<file path="config.mk">
export PLATFORM = sky130hd
export DESIGN_NAME = mem_arbiter
export DESIGN_NICKNAME = d
export VERILOG_FILES = /design/src/rtl/mem_arbiter.sv
export SDC_FILE = /design/constraint.sdc
export NUM_CORES = 1
export LEC_CHECK = 0
export BUFFER_PORTS_ARGS = -buffer_cell sky130_fd_sc_hd__buf_2
export CAP_MARGIN = 15
export CORE_AREA = 2 2 103 105
export DETAILED_ROUTE_END_ITERATION = 8
export DIE_AREA = 0 0 105 107
export HOLD_SLACK_MARGIN = 0.06
export PLACE_DENSITY = 0.51
export SYNTH_ARGS = -nofsm -noshare
export SYNTH_HDL_FRONTEND = slang
export SYNTH_SLANG_ARGS = --single-unit
export TNS_END_PERCENT = 10
</file>
<file path="constraint.sdc">
create_clock -name clk_i -period 2.9 [get_ports clk_i]
set_input_delay 0.29 -clock clk_i [delete_from_list [all_inputs] [get_ports clk_i]]
set_output_delay 0.29 -clock clk_i [all_outputs]
set_load 0.005 [all_outputs]
</file>
<file path="src/rtl/mem_arbiter.sv">
// Two-port (instruction fetch / load-store) arbiter onto one single-ported word memory.
// Round-robin grant is combinational; the response comes back one cycle after its grant.
module mem_arbiter #(
  parameter int unsigned MEMSIZE = 4096
) (
  input  logic        clk_i,
  input  logic        rst_i,
  input  logic        if_req_i,
  input  logic [31:0] if_addr_i,
  output logic        if_gnt_o,
  output logic        if_rvalid_o,
  output logic        if_err_o,
  output logic [31:0] if_rdata_o,
  input  logic        ls_req_i,
  input  logic        ls_we_i,
  input  logic [31:0] ls_addr_i,
  input  logic [31:0] ls_wdata_i,
  output logic        ls_gnt_o,
  output logic        ls_rvalid_o,
  output logic        ls_err_o,
  output logic [31:0] ls_rdata_o,
  output logic        mem_wen_o,
  output logic [31:0] mem_addr_o,
  output logic [31:0] mem_wdata_o,
  input  logic [31:0] mem_rdata_i
);
  localparam int unsigned WORDS = MEMSIZE / 4;

  typedef struct packed {
    logic valid;
    logic owner_ls;
    logic err;
    logic is_write;
  } rsp_t;

  logic        last_ls;
  rsp_t        rsp_q;
  logic        any_gnt, sel_err, sel_wr;
  logic [31:0] sel_addr;
  logic        rd_ok;

  // On contention the port that did not win last time gets the memory.
  always_comb begin
    if_gnt_o = 1'b0;
    ls_gnt_o = 1'b0;
    if (!rst_i) begin
      if_gnt_o = if_req_i && (!ls_req_i || last_ls);
      ls_gnt_o = ls_req_i && (!if_req_i || !last_ls);
    end
  end

  assign any_gnt  = if_gnt_o | ls_gnt_o;
  assign sel_addr = ls_gnt_o ? ls_addr_i : if_addr_i;
  assign sel_err  = (sel_addr[1:0] != 2'b00) || ({2'b00, sel_addr[31:2]} >= WORDS);
  assign sel_wr   = ls_gnt_o & ls_we_i;

  // Errored requests are granted and answered but never touch the memory.
  always_comb begin
    mem_wen_o   = 1'b0;
    mem_addr_o  = '0;
    mem_wdata_o = '0;
    if (any_gnt && !sel_err) begin
      mem_addr_o  = {2'b00, sel_addr[31:2]};
      mem_wen_o   = sel_wr;
      mem_wdata_o = sel_wr ? ls_wdata_i : '0;
    end
  end

  always_ff @(posedge clk_i or posedge rst_i) begin
    if (rst_i) begin
      last_ls <= 1'b0;
      rsp_q   <= '0;
    end else begin
      if (any_gnt) last_ls <= ls_gnt_o;
      rsp_q.valid    <= any_gnt;
      rsp_q.owner_ls <= ls_gnt_o;
      rsp_q.err      <= any_gnt & sel_err;
      rsp_q.is_write <= sel_wr;
    end
  end

  assign rd_ok       = rsp_q.valid & ~rsp_q.err & ~rsp_q.is_write;
  assign if_rvalid_o = rsp_q.valid & ~rsp_q.owner_ls;
  assign ls_rvalid_o = rsp_q.valid &  rsp_q.owner_ls;
  assign if_err_o    = if_rvalid_o & rsp_q.err;
  assign ls_err_o    = ls_rvalid_o & rsp_q.err;
  assign if_rdata_o  = (rd_ok && !rsp_q.owner_ls) ? mem_rdata_i : '0;
  assign ls_rdata_o  = (rd_ok &&  rsp_q.owner_ls) ? mem_rdata_i : '0;
endmodule

</file>
==> run_results.csv <==
group,metric,value,unit
outcome,status,"finished, final reports clean",
pwr,total_power,0.418,mW
global_routing,antenna_found_initial,0,
sta,max_freq,0.420,GHz
cts,cts.sinks,5,
layout,syn_to_final_growth,99.2,%
global_routing,overflow,0,
detailed_routing,drt-initial-drc-count,138,
detailed_routing,wl_met1,2350,um
worst_setup_path,reg2reg_slack,1.68,ns
worst_setup_path,r2r_start,"last_ls",
worst_setup_path,endpoint_kind,"primary output",
worst_setup_path,cp.arrival,2.09,ns
floorplan,die_w,105,um
synth,synth.top_cell.area_share,0.455,
flow_run,max_cap_violations,0,
layout,nets,574,
synth,yosys_register_bits,5,
cts,cts_root_buf,"clkbuf_8",
sta,setup_slack,0.519,ns
detailed_routing,met2_length,3550,um
cts,cts_made_buffers,3,
global_routing,grt_max_degree,34,
sta,maxSlewViolCount,0,
place,dp_slack,0.696,ns
pwr,powerDensity,154,nW/um2
sta,rsz0062_at_grt,"false",
hold_path,hp-start,"if_req_i",
detailed_routing,wl_met3,800,um
synth,synth.avg_cell_area,6.78,um2
place,dpl_cell_area,2650,um2
detailed_routing,top_layer,"met4",
cts,cts_buffer_depth,2,
cts,cts_hold_buffers,1,
floorplan,io-pin-count,268,
floorplan,core_area,10100,um2
synth,synth_area,1360,um2
floorplan,start_util,0.135,
worst_setup_path,r2r_end,"rsp_q[1]",
layout,drive_above_1_share,0.607,
detailed_routing,wl_per_cell,11.8,um
place,globalplace.congestion,0.799,
synth,postSynthCellCount,201,
detailed_routing,drc,0,
worst_setup_path,path_cells,"dlygate4sd3_1 -> buf_2 -> nor2b_1 -> and3_1 -> nor3b_2 -> buf_4 -> and2_1 -> buf_2",
detailed_routing,vias,2190,
cts,post_cts_resized,0,
sta,clock_skew,0.000365,ns
cts,cts_tree,"done",
cts,clk_latency,0.22,ns
cts,htreeDepth,1,
synth,ys_types,22,
worst_setup_path,r2r_cells,3,
sta,worst_pin_slew,0.866,ns
synth,synth.area.top_cells,"and2_1 (45%), buf_4 (12%), dfrtp_1 (9.2%), o22ai_2 (9.2%), nand2_1 (6.1%)",
global_routing,grt_pass1_vias,2066,
floorplan,die_h,107,um
worst_setup_path,crit_required,2.61,ns
worst_setup_path,startpoint_type,"input pin",
detailed_routing,via_per_inst,3.80,
sta,hold_viol_final,0,
worst_setup_path,startpoint,"rst_i",
synth,yosysWarnings,0,
sta,setup_violations,0,
worst_setup_path,worstSetupPathType,"input pin to primary output",
global_routing,grt_pass1_wl,9850,um
worst_setup_path,crit_fanout,33,
pwr,leakage,1.69,nW
pwr,ir_drop,0.107,mV
global_routing,grt_usage,0.109,
hold_path,min_path_type,"input pin to register",
detailed_routing,dr.pass1.iters,4,
place,portBuffers,245,
layout,finalInstanceArea,2710,um2
detailed_routing,ant_nets,0,
synth,yosysSeqAreaShare,0.0918,
place,hpwl,6150,um
hold_path,hold_depth,2,
sta,slew_headroom,0.422,
synth,synth_top_area_cell,"and2_1",
detailed_routing,finalWirelength,6770,um
worst_setup_path,critPathMostFrequentCell,"buf_2",
worst_setup_path,slowest_delay,0.54,ns
place,placed_cells,571,
sta,setup_tns,0,ns
sta,fin_crit_sh,0.821,
hold_path,hold_path_end,"last_ls",
worst_setup_path,slowest_stage,"dlygate4sd3_1",
layout,antenna_cells,0,
floorplan,fp-row-count,37,
floorplan,fp.dieArea,11200,um2
sta,final.min_clock_period,2.38,ns
layout,finalNonFillerCells,576,
cts,clk_pin_slew,0.03,ns
cts,post_cts_buffers,0,
[state kept, by name, indices dropped and copies added, names as in the netlist]
name and flops:
last_ls 1, rsp_q 4
[report_power, final]
group          switching (mW)  internal [mW]
Combinational          0.0900          0.116
Clock                  0.0338         0.0943
Sequential            0.00644         0.0770
[critical path: cells and delay by family]
family                 cells  cell delay [ns]
and+or+nand+nor            4             0.74
buffers and inverters      4             1.05
[stage by stage]
stage | hold slack [ns] | utilization
global placement | 0.229 | 0.263
floorplan | 0.0771 | -
global route | 0.312 | 0.269
CTS | 0.297 | 0.268
detailed placement | 0.234 | 0.263
finish | 0.300 | 0.269
[synth_stat cells (all sizes together)]
master	n
nor3b	3
nor2	4
clkbuf	11
conb	1
inv	1
dfrtp	5
nor2b	2
and3	2
nor4	9
or4	2
nand2	22
a22o	1
or2	1
a211oi	1
a31oi	1
buf	24
o22ai	10
and2	99
nand4	2
[layer usage]
| layer | vias to the layer above | GRT usage |
|---|---|---|
| li1 | 1079 | - |
| met1 | 943 | 0.111 |
| met2 | 164 | 0.215 |
| met3 | 4 | 0.0298 |
| met4 | 0 | 0.0324 |
| met5 | - | 0 |
[area by class of cell]
| class | instances | area (um2) |
|---|---|---|
| Timing Repair Buffer | 249 | 1260 |
| Multi-Input combinational cell | 181 | 1110 |
| Sequential cell | 5 | 125 |
| Clock buffer | 4 | 45.0 |
| Tap cell | 136 | 170 |
| Inverter | 1 | 3.75 |
| Fill cell | 1130 | 7380 |
[cell usage in the layout (no fill, tap or decap), types with 3 or more instances in the layout]
master | netlist | routed
conb_1 | 1 | 22
nand2_1 | 22 | 22
buf_4 | 22 | 3
and2_1 | 99 | 99
dfrtp_1 | 5 | 5
clkbuf_8 | 0 | 3
nor2_1 | 4 | 4
nor4_1 | 9 | 9
o22ai_2 | 10 | 10
buf_2 | 1 | 245
[cell families (layout without fill, tap and decap cells)]
family,Yosys count,count (layout),synth area share
and+or+nand+nor,146,146,0.630
AOI/OAI and AO/OA,13,13,0.109
buffers and inverters,36,254,0.166
DFF,5,5,0.0918
other,1,22,0.00275
[worst max path at each step]
| stage | endpoint | slack (ns) | depth (start not counted) |
|---|---|---|---|
| floorplan | mem_addr_o[0] | 1.0 | 4 |
| global placement | mem_addr_o[4] | 0.74 | 5 |
| detailed placement | mem_addr_o[8] | 0.70 | 5 |
| CTS | mem_wdata_o[2] | 0.46 | 8 |
| global route | mem_wdata_o[2] | 0.31 | 8 |
| finish | mem_wdata_o[23] | 0.52 | 8 |
(Power assumes the default switching activity.)
